`src/rtl/fsic_clkdiv_ctrl_if.sv`:
```
// Request/acknowledge bundle for the FSIC clock-divider controller.
// The master side requests ratio changes and the slave side runs the divider.
interface fsic_clkdiv_ctrl_if;
  logic       req;
  logic [1:0] div_sel;
  logic       clk_out;
  logic       ack;
  logic       busy;
  logic [1:0] cur_sel;

  modport master (
    output req,
    output div_sel,
    input  clk_out,
    input  ack,
    input  busy,
    input  cur_sel
  );

  modport slave (
    input  req,
    input  div_sel,
    output clk_out,
    output ack,
    output busy,
    output cur_sel
  );
endinterface

```
`src/rtl/fsic_clkdiv_ctrl.sv`:
```
// Power-of-two clock divider with glitch-free ratio changes over a 4-phase req/ack handshake.
// A new ratio always takes effect on a rising edge of clk_out, optionally followed by a high hold.
module fsic_clkdiv_ctrl #(
  parameter logic [1:0] DEFAULT_SEL = 2'd1,
  parameter int         HOLD_CYC    = 2
) (
  input  logic               clk_in,
  input  logic               resetb,
  fsic_clkdiv_ctrl_if.slave  bus
);

  localparam logic [1:0] S_IDLE = 2'd0;
  localparam logic [1:0] S_SYNC = 2'd1;
  localparam logic [1:0] S_HOLD = 2'd2;
  localparam logic [1:0] S_ACK  = 2'd3;

  localparam bit         HOLD_EN   = (HOLD_CYC != 0);
  localparam logic [3:0] HOLD_LAST = 4'(HOLD_CYC - 1);

  logic [1:0] r_state;
  logic [2:0] r_cnt;
  logic       r_clk;
  logic [1:0] r_cur_sel;
  logic [1:0] r_pend_sel;
  logic [3:0] r_hold_cnt;
  logic       r_ack;

  logic [2:0] w_cnt_max;
  logic       w_term;
  logic       w_switch;
  logic       w_accept;

  always_comb begin
    w_cnt_max = 3'd7;
    case (r_cur_sel)
      2'd0:    w_cnt_max = 3'd0;
      2'd1:    w_cnt_max = 3'd1;
      2'd2:    w_cnt_max = 3'd3;
      default: w_cnt_max = 3'd7;
    endcase
  end

  // The switch only happens on the terminal count of a low phase, so the new ratio starts with a fresh high phase.
  assign w_term   = (r_cnt == w_cnt_max);
  assign w_switch = (r_state == S_SYNC) && w_term && !r_clk;
  assign w_accept = (r_state == S_IDLE) && bus.req && !r_ack;

  always_ff @(posedge clk_in or negedge resetb) begin
    if (!resetb) begin
      r_cnt <= 3'd0;
      r_clk <= 1'b1;
    end else if (r_state == S_HOLD || w_switch) begin
      r_cnt <= 3'd0;
      r_clk <= 1'b1;
    end else if (w_term) begin
      r_cnt <= 3'd0;
      r_clk <= ~r_clk;
    end else begin
      r_cnt <= r_cnt + 3'd1;
    end
  end

  always_ff @(posedge clk_in or negedge resetb) begin
    if (!resetb) begin
      r_state    <= S_IDLE;
      r_cur_sel  <= DEFAULT_SEL;
      r_pend_sel <= 2'd0;
      r_hold_cnt <= 4'd0;
      r_ack      <= 1'b0;
    end else begin
      case (r_state)
        S_IDLE: begin
          if (w_accept) begin
            r_pend_sel <= bus.div_sel;
            if (bus.div_sel == r_cur_sel) begin
              r_state <= S_ACK;
              r_ack   <= 1'b1;
            end else begin
              r_state <= S_SYNC;
            end
          end
        end
        S_SYNC: begin
          if (w_switch) begin
            r_cur_sel <= r_pend_sel;
            if (HOLD_EN) begin
              r_state <= S_HOLD;
            end else begin
              r_state <= S_ACK;
              r_ack   <= 1'b1;
            end
          end
        end
        S_HOLD: begin
          if (r_hold_cnt == HOLD_LAST) begin
            r_hold_cnt <= 4'd0;
            r_state    <= S_ACK;
            r_ack      <= 1'b1;
          end else begin
            r_hold_cnt <= r_hold_cnt + 4'd1;
          end
        end
        default: begin
          // Leaving ACK needs req low, which is what forces a fresh rising req for the next change.
          if (!bus.req) begin
            r_ack   <= 1'b0;
            r_state <= S_IDLE;
          end
        end
      endcase
    end
  end

  assign bus.clk_out = r_clk;
  assign bus.ack     = r_ack;
  assign bus.busy    = (r_state != S_IDLE);
  assign bus.cur_sel = r_cur_sel;

endmodule

```
`src/flat_wrapper.sv`:
```
// flat-port wrapper written by rule: the top's interface ports become plain ports
module fsic_clkdiv_ctrl_flat 
#(
  parameter logic [1:0] DEFAULT_SEL = 2'd1,
  parameter int         HOLD_CYC    = 2
)
  (clk_in, resetb, bus_req, bus_div_sel, bus_clk_out, bus_ack, bus_busy, bus_cur_sel);
  fsic_clkdiv_ctrl_if bus_i ();
  input  logic clk_in;
  input  logic resetb;
  input wire logic [$bits(bus_i.req)-1:0] bus_req;
  input wire logic [$bits(bus_i.div_sel)-1:0] bus_div_sel;
  output wire logic [$bits(bus_i.clk_out)-1:0] bus_clk_out;
  output wire logic [$bits(bus_i.ack)-1:0] bus_ack;
  output wire logic [$bits(bus_i.busy)-1:0] bus_busy;
  output wire logic [$bits(bus_i.cur_sel)-1:0] bus_cur_sel;
  assign bus_i.req = bus_req;
  assign bus_i.div_sel = bus_div_sel;
  assign bus_clk_out = bus_i.clk_out;
  assign bus_ack = bus_i.ack;
  assign bus_busy = bus_i.busy;
  assign bus_cur_sel = bus_i.cur_sel;
  fsic_clkdiv_ctrl #(.DEFAULT_SEL(DEFAULT_SEL), .HOLD_CYC(HOLD_CYC)) u_core (.clk_in(clk_in), .resetb(resetb), .bus(bus_i));
endmodule
```
`config.mk`:
```
export PLATFORM = sky130hd
export DESIGN_NAME = fsic_clkdiv_ctrl_flat
export DESIGN_NICKNAME = d
export VERILOG_FILES = /design/src/rtl/fsic_clkdiv_ctrl_if.sv /design/src/rtl/fsic_clkdiv_ctrl.sv /design/src/flat_wrapper.sv
export SDC_FILE = /design/constraint.sdc
export NUM_CORES = 1
export LEC_CHECK = 0
export CAP_MARGIN = 10
export CORE_MARGIN = 4
export CORE_UTILIZATION = 35
export CTS_CLUSTER_DIAMETER = 50
export DETAILED_ROUTE_END_ITERATION = 6
export GPL_TIMING_DRIVEN = 0
export HOLD_SLACK_MARGIN = 0.15
export SYNTH_ARGS = -nofsm -noshare
export SYNTH_HDL_FRONTEND = slang
export SYNTH_SLANG_ARGS = --single-unit
```
`constraint.sdc`:
```
create_clock -name clk_in -period 2.3 [get_ports clk_in]
set_clock_uncertainty 0.1 [all_clocks]
set_input_delay 0.46 -clock clk_in [delete_from_list [all_inputs] [get_ports clk_in]]
set_output_delay 0.46 -clock clk_in [all_outputs]
set_load 0.01 [all_outputs]
```
## After elaboration in Yosys (flattened, before gate mapping)

Cells that the tools add are included.

- Eq/ne operators: 13
- Bitwise logic cells: 2
- Reduce and logical (&&, ||, !) cells: 15
- Add/subtract/negate cells: 2
- Mux-type cells: 17

Operators with widths:

| kind | count |
|---|---|
| $mux 2 | 5 |
| $pmux 3 s3 | 1 |
| $mux 1 | 6 |
| $mux 3 | 2 |
| $pmux 2 s3 | 1 |
| $reduce_and 5->1 | 1 |
| $add 4x1->4 const B | 1 |
| $eq 2x1->1 const B | 2 |
| $eq 2x2->1 const B | 2 |
| $eq 4x1->1 const B | 1 |
| $logic_and 1x1->1 | 4 |
| $logic_not 2->1 | 2 |
| $mux 4 | 1 |
| $ne 2x1->1 const B | 2 |
| $ne 2x2->1 const B | 2 |
| $ne 4x1->1 const B | 1 |
| $reduce_and 2->1 | 2 |
| $reduce_and 4->1 | 1 |
| $reduce_bool 2->1 | 2 |
| $add 3x1->3 const B | 1 |
| $eq 3x3->1 | 1 |
| $ne 3x1->1 const B | 1 |
| $pmux 1 s3 | 1 |
| $eq 2x2->1 | 1 |
| 3 further kinds | 5 |

- Register bits after elaboration: 15
- Word-level logic and storage cells: 56

## Logic depth before layout (Yosys ltp)

Gate-level depths: netlist of the first run.

- Depth after elaboration: 7
- Mapped depth: 6
- Depth with buffers taken out: 6

## Worst setup path after synthesis of the first run

OpenSTA, ideal clock, no wires.

- Kind: register -> register
- Start: register u_core.r_cur_sel[0] (netlist: u_core.bus.cur_sel[0])
- End: register u_core.r_state[0]
- Buffers on the path: 0
- Arrival time: 1.635 ns
- Slack: 0.438 ns
- Setup time: 0.128 ns
- Cell stages (with the launch flop): 5
- Cells stage by stage: dfstp_2 > nor4b_1 > o21ai_2 > a31oi_4 > mux2_1

- Word-level cells in the longest chain between the ends: 7
- Elaborated cells on any way between the ends: 9
- Classes of those cells: 4 x eq/ne; 1 x mux; 4 x reduce/logical

Ends and longest elaborated chain:

| item | line | text |
|---|---|---|
| start, declared | fsic_clkdiv_ctrl.sv:23 | `logic [1:0] r_cur_sel;` |
| start signal, assigned | fsic_clkdiv_ctrl.sv:85 | `r_cur_sel <= r_pend_sel;` |
| $eq 2x2->1, or another cell as far along | fsic_clkdiv_ctrl.sv:35 | `case (r_cur_sel)` |
| $pmux 3 s3 (*) | fsic_clkdiv_ctrl.sv:35 |  |
| $eq 3x3->1 (*) | fsic_clkdiv_ctrl.sv:44 | `assign w_term = (r_cnt == w_cnt_max);` |
| $logic_and 1x1->1 (*) (2 in series) | fsic_clkdiv_ctrl.sv:45 | `assign w_switch = (r_state == S_SYNC) && w_term && !r_clk;` |
| $ne 2x1->1 (no line) (*) | -- |  |
| $reduce_and 4->1 (no line) (*) | -- |  |
| end signal, assigned | fsic_clkdiv_ctrl.sv:65 | `r_state <= S_IDLE;` |
| end signal, assigned | fsic_clkdiv_ctrl.sv:76 | `r_state <= S_ACK;` |
| end signal, assigned | fsic_clkdiv_ctrl.sv:79 | `r_state <= S_SYNC;` |
| end, declared | fsic_clkdiv_ctrl.sv:20 | `logic [1:0] r_state;` |

Mark *: on every way between the ends. The rest lies on a longest branch, timed or not.
A chain may end at the register's enable or synchronous reset.

## Final worst setup path of the first run

- Start: register u_core.r_state[0]
- End: output port bus_busy

- Word-level cells in the longest chain between the ends: 1

Ends and longest elaborated chain:

| item | line | text |
|---|---|---|
| $reduce_bool 2->1 | fsic_clkdiv_ctrl.sv:116 | `assign bus.busy = (r_state != S_IDLE);` |
| end, declared | flat_wrapper.sv:15 | `output wire logic [$bits(bus_i.busy)-1:0] bus_busy;` |

No other way between the ends.

==> flow_metrics.tcl, run 1 <==
set metrics [dict create \
    status "completed" \
    layout-drive-gt1-share_pct 15.56 \
    core_area_um2 2276 \
    gp_congestion 0.7046 \
    portBuffers 9 \
    setup_violations 0 \
    yosys-top-cells-area "dfrtp_1, mux2_1, ha_1, dfstp_2, xnor2_1" \
    clock_latency_ns 0.28 \
    root_buffer "clkbuf_4" \
    track_usage_pct 11.20 \
    worst_pin_slew_ns 0.6752 \
    synth.top_cell.area_share_pct 37.79 \
    hold_viol 0 \
    synth_top_area_cell "dfrtp_1" \
    hpwl_um 1174 \
    cts_tree "done" \
    die-height_um 57.60 \
    syn_area_um2 860.8 \
    synth_top_family_by_area "simple AND/OR/NAND/NOR gates" \
    layout_common_cells "dfrtp_1, clkdlybuf4s50_1, mux2_1" \
    slew_headroom_pct 54.85 \
    numCtsBuffers 3 \
    slew_violations 0 \
    path_class "flop to output pin" \
    dieWidth_um 57.60 \
    cp_max_fo 6 \
    p_leak_nw 0.4373 \
    io_pins 10 \
    ys_ff_latch 15 \
    cts.sinks 15 \
    max-vdd-ir-drop_uv 515.7 \
    yosysUniqueCellTypes 37 \
    grt_pass1_vias 645 \
    synthAdderAreaFrac_pct 7.267 \
    cap_violations 0 \
    antenna_found_initial 0 \
    grt_start_max_net_pins 16 \
    start_kind "flop" \
    period_share_pct 95.90 \
    cp.arrival_ns 1.65 \
    post-route-util_pct 45.24 \
    grt.busiest_layer "met2" \
    place_area_um2 985.9 \
    htree_levels 1 \
    synthXorXnorAreaFrac_pct 6.105 \
    drc 0 \
    start_util_pct 37.82 \
    grtUsageMet3_pct 3.167 \
    drt_pre_antenna_iters 5 \
    clk_path_buf_depth 2 \
    area_delta_synth_final_pct 19.62 \
    grt_use_met2_pct 17.74 \
    powerDensity_nw_per_um2 1299 \
    synth_compound_area_share_pct 14.68 \
    syn_nets 85 \
    critPathCaptureType "output pin" \
    fin_area_um2 1030 \
    ant_nets 0 \
    routedWlPerCell_um 13.25 \
    holdBufCountCts 0 \
    viasPerCell 5.237 \
    final_common_cell "dfrtp_1" \
    clock.fmax_mhz 453.4 \
    die_area_um2 3317 \
    synthMuxAreaShare_pct 7.849 \
    drt_iter0_drc 15 \
    overflow 0 \
    synthCells 75 \
    synth_simple_gate_area_share_pct 18.46 \
    min_period_ns 2.206 \
    clkTransAtPathRegs_ns 0.09 \
    vias 618 \
    n_antenna_cell 0 \
    fill_cells 211 \
    grtUsageMet1_pct 13.66 \
    rows 17 \
    worst_hold_slack_ns 0.4027 \
    yosysSeqAreaShare_pct 43.90 \
    syn_area_per_cell_um2 11.48 \
    grt_pass1_wl_um 2787 \
    holdCritPathClass "flop to flop" \
    drt_wl_total_um 1564 \
    cp_data_required_time_ns 1.74 \
    synth-warning-count 0 \
    fin_nets 101 \
]
==> flip-flops by register name, summed over array words and instances, names as in the netlist <==
register,cells
u_core.bus.ack,1
u_core.r_state,2
u_core.r_pend_sel,2
u_core.r_cnt,3
u_core.bus.cur_sel,2
u_core.bus.clk_out,1
u_core.r_hold_cnt,4
==> through the flow <==
step	cells	setup slack, ns	setup TNS [ns]	total power [mW]
after floorplan	75	0.4375	0	0.9582
after global placement	112	0.2203	0	1.154
after detailed placement	112	0.2103	0	1.172
after CTS	116	0.02143	0	1.332
after global routing	118	-0.003663	-0.003663	1.451
final	118	0.09427	0	1.338
==> critical path: stages, from the launching register on <==
cell             delay, ns
dfrtp_2               0.41
inv_1                 0.07
ha_1                  0.26
inv_1                 0.09
clkdlybuf4s50_1       0.53
==> per-layer routing <==
layer	routed length, um	vias to the layer above
li1	-	307
met1	739	303
met2	768	6
met3	46	2
met4	10	0
met5	0	-
==> cell families after synthesis <==
family	Yosys count
buffers and inverters	4
muxes	6
and+or+nand+nor	25
AOI/OAI and AO/OA	14
DFF	15
adders and majority gates	5
xor gates and xnor gates	6
==> power breakdown <==
part | leakage [nW] | switching (mW) | internal (mW)
logic | 0.235 | 0.314 | 0.373
registers | 0.185 | 0.121 | 0.379
clock network | 0.0177 | 0.0856 | 0.0645
total | 0.437 | 0.521 | 0.817
==> cell type report <==
cell class | instances | area (um2) | share of cell area [%]
plain buffers | 1 | 3.754 | 0.3645
clock buffers | 3 | 22.52 | 2.187
clock inverters | 1 | 5.005 | 0.4860
inverters | 3 | 11.26 | 1.094
multi-input cells | 56 | 467.9 | 45.44
flip-flops and latches | 15 | 379.1 | 36.82
well taps | 28 | 35.03 | 3.402
repair buffers | 11 | 105.1 | 10.21
==> path summary, 6_finish.rpt <==
path / startpoint / end / slack, ns / cells after the start
worst max-delay path: u_core.r_state[0] / bus_busy / 0.09 / 4
worst min-delay path: u_core.r_hold_cnt[3] / u_core.r_hold_cnt[3] / 0.40 / 1
worst max register to register: u_core.bus.cur_sel[1] / u_core.r_state[0] / 0.31 / 4
max in group asynchronous: resetb / u_core.r_state[0] / 1.15 / 1
worst min register to register: u_core.r_hold_cnt[3] / u_core.r_hold_cnt[3] / 0.40 / 1
min in group asynchronous: resetb / u_core.r_hold_cnt[0] / 0.48 / 1
==> synth_stat cells <==
| cell type | n |
|---|---|
| buf_1 | 1 |
| a221o_1 | 1 |
| nor3_1 | 2 |
| nor3b_1 | 3 |
| mux2_1 | 6 |
| o32a_1 | 1 |
| nor4bb_2 | 1 |
| xnor2_1 | 5 |
| a21o_2 | 1 |
| a21boi_0 | 1 |
| nand4_1 | 1 |
| ha_1 | 5 |
| o211ai_1 | 1 |
| a31oi_4 | 1 |
| and3b_1 | 1 |
| nor2_1 | 3 |
| o21bai_1 | 1 |
| a31oi_1 | 1 |
| inv_1 | 3 |
| a22oi_2 | 1 |
| dfrtp_1 | 13 |
| xor2_1 | 1 |
| or4b_1 | 1 |
| and4_1 | 1 |
| o21ai_2 | 1 |
| o21ai_0 | 1 |
| or2_1 | 1 |
| nor4_1 | 1 |
| nor2b_1 | 1 |
| nand2_1 | 4 |
| nor4b_1 | 1 |
| o31ai_1 | 1 |
| nand2b_1 | 2 |
| nand3_1 | 2 |
| a22o_1 | 1 |
| a21oi_1 | 1 |
| dfstp_2 | 2 |
==> what timing repair did <==
action,4_1_cts,5_1_grt
setup endpoints to repair,0,1
resized for setup,0,1
setup buffers,0,2
Note: power is estimated with default switching activity, not from simulation.
==> run 2, diff against run 1 <==
--- a/config.mk
+++ b/config.mk
@@ -5,7 +5,7 @@
 export SDC_FILE = /design/constraint.sdc
 export NUM_CORES = 1
 export LEC_CHECK = 0
-export CAP_MARGIN = 10
+export CAP_MARGIN = 0
 export CORE_MARGIN = 4
 export CORE_UTILIZATION = 35
 export CTS_CLUSTER_DIAMETER = 50
==> results of run 2 <==
Final layout, timing and power as in run 1 (identical DEF).
==> run 3, diff against run 2 <==
--- a/config.mk
+++ b/config.mk
@@ -8,7 +8,9 @@
 export CAP_MARGIN = 0
 export CORE_MARGIN = 4
 export CORE_UTILIZATION = 35
+export CTS_BUF_LIST = sky130_fd_sc_hd__clkbuf_8
 export CTS_CLUSTER_DIAMETER = 50
+export CTS_CLUSTER_SIZE = 14
 export DETAILED_ROUTE_END_ITERATION = 6
 export GPL_TIMING_DRIVEN = 0
 export HOLD_SLACK_MARGIN = 0.15
==> run 3 against run 2 <==
- total power grew 2.8%
- fmax grew 1.8%
- die area did not move
- non-clock buffer count fell by 2
- utilization increased by 0.16 points
==> flow_metrics.tcl, run 3 (synthesized netlist as in run 1, its figures left out) <==
set metrics [dict create \
    fill_cells 211 \
    regMostFlops "u_core.r_hold_cnt" \
    drt_iter0_drc 14 \
    path_class "flop to output pin" \
    cp_cell_sequence "inv_1 -> ha_1 -> inv_1 -> clkdlybuf4s50_1" \
    dieWidth_um 57.60 \
    r2r_cells 4 \
    cts.sinks 15 \
    portBuffers 9 \
    viasPerCell 5.190 \
    layout_common_cells "dfrtp_1, clkdlybuf4s50_1, mux2_1" \
    max-vdd-ir-drop_uv 559.5 \
    clkTransAtPathRegs_ns 0.06 \
    core_area_um2 2276 \
    slew_violations 0 \
    setup_slack_ns 0.1342 \
    stdcell_count 116 \
    area_delta_synth_final_pct 20.06 \
    vias 602 \
    worst_pin_slew_ns 0.6780 \
    worst_hold_slack_ns 0.3988 \
    htree_levels 1 \
    numCtsBuffers 3 \
    root_buffer "clkbuf_8" \
    cpMostUsedCell "inv_1" \
    fin_nets 99 \
    ant_nets 0 \
    min_from "u_core.r_hold_cnt[3]" \
    setup_violations 0 \
    hold_viol 0 \
    place_ws_ns 0.2103 \
    min_period_ns 2.166 \
    holdCritPathClass "flop to flop" \
    clock_latency_ns 0.25 \
    grt_pass1_wl_um 2787 \
    dp_cells 112 \
    cts_tree "done" \
    grt_start_max_net_pins 16 \
    cap_violations 0 \
    drt_pre_antenna_iters 4 \
    gp_congestion 0.7046 \
    start_util_pct 37.82 \
    whs_endpoint "u_core.r_hold_cnt[3]" \
    layout-drive-gt1-share_pct 13.64 \
    fin_area_um2 1033 \
    place_area_um2 985.9 \
    r2r_slack_ns 0.33 \
    drt_wl_total_um 1558 \
    status "completed" \
    min_path_cells 1 \
    track_usage_pct 11.11 \
    antenna_found_initial 0 \
    clk_path_buf_depth 2 \
    slew_headroom_pct 54.66 \
    rsz0062_at_grt "false" \
    cp.arrival_ns 1.61 \
    r2r-end "u_core.r_state[0]" \
    critPathCaptureType "output pin" \
    largest_register_ffs 4 \
    cp_data_required_time_ns 1.74 \
    routedWlPerCell_um 13.43 \
    hpwl_um 1174 \
    post-route-util_pct 45.41 \
    crit_family "buffers and inverters" \
    die-height_um 57.60 \
    die_area_um2 3317 \
    powerDensity_nw_per_um2 1330 \
    final_common_cell "dfrtp_1" \
    period_share_pct 94.16 \
    drc 0 \
    max_stage_delay_ns 0.53 \
    totalNegativeSetupSlack_ns 0 \
    cp_max_fo 6 \
    p_leak_nw 0.4352 \
    path_buf_inv 3 \
    r2r-start "u_core.bus.cur_sel[0]" \
    n_antenna_cell 0 \
    grt_pass1_vias 646 \
    fin_total_pwr_mw 1.375 \
    io_pins 10 \
    rows 17 \
    clock.fmax_mhz 461.7 \
    overflow 0 \
    start_kind "flop" \
    slowest_stage "clkdlybuf4s50_1" \
    top_regs "u_core.r_hold_cnt (4), u_core.r_cnt (3)" \
    post_cts_buffers 0 \
]
[run 3: what timing repair did]
action	CTS	global route
setup endpoints to repair	0	1
resized for setup	0	1
hold buffers	0	0
[run 3: area by class of cell]
type / instances / area [um2] / share of cell area (%)
inverters: 3 / 11.26 / 1.090
clock buffers: 3 / 41.29 / 3.995
multi-input cells: 56 / 467.9 / 45.28
flip-flops and latches: 15 / 379.1 / 36.68
repair buffers: 9 / 90.09 / 8.717
well taps: 28 / 35.03 / 3.390
plain buffers: 1 / 3.754 / 0.3632
clock inverters: 1 / 5.005 / 0.4843
[run 3: routing by layer]
metal / part of all wire (%) / vias up / global-route usage (%) / wire, um
met2: 48 / 8 / 17.74 / 749
li1: - / 299 / - / -
met4: 0.51 / 0 / 5.960 / 8
met1: 48 / 293 / 13.79 / 746
met5: 0 / - / 0 / 0
met3: 3.5 / 2 / 2.489 / 54
[run 3: where the power goes]
part           internal, mW  switching, mW
Combinational         0.354          0.308
Clock                 0.120         0.0922
Sequential            0.380          0.121
Total                 0.854          0.521
[run 3: worst max-delay path by stage]
| stage | startpoint | end | slack (ns) | cells after the start |
|---|---|---|---|---|
| after floorplan | u_core.bus.cur_sel[0] | u_core.r_state[0] | 0.44 | 4 |
| after CTS | u_core.r_state[0] | bus_busy | 0.07 | 4 |
| after global routing | u_core.r_state[0] | bus_busy | 0.05 | 4 |
| after detailed placement | bus_req | u_core.r_state[0] | 0.21 | 5 |
| after global placement | bus_req | u_core.r_state[0] | 0.22 | 5 |
| final | u_core.r_state[0] | bus_busy | 0.13 | 4 |
[run 3: worst register-to-register path: stages (launching register included)]
cell	delay [ns]
dfstp_2	0.60
nor4b_1	0.44
o21ai_2	0.16
a31oi_4	0.22
mux2_1	0.34
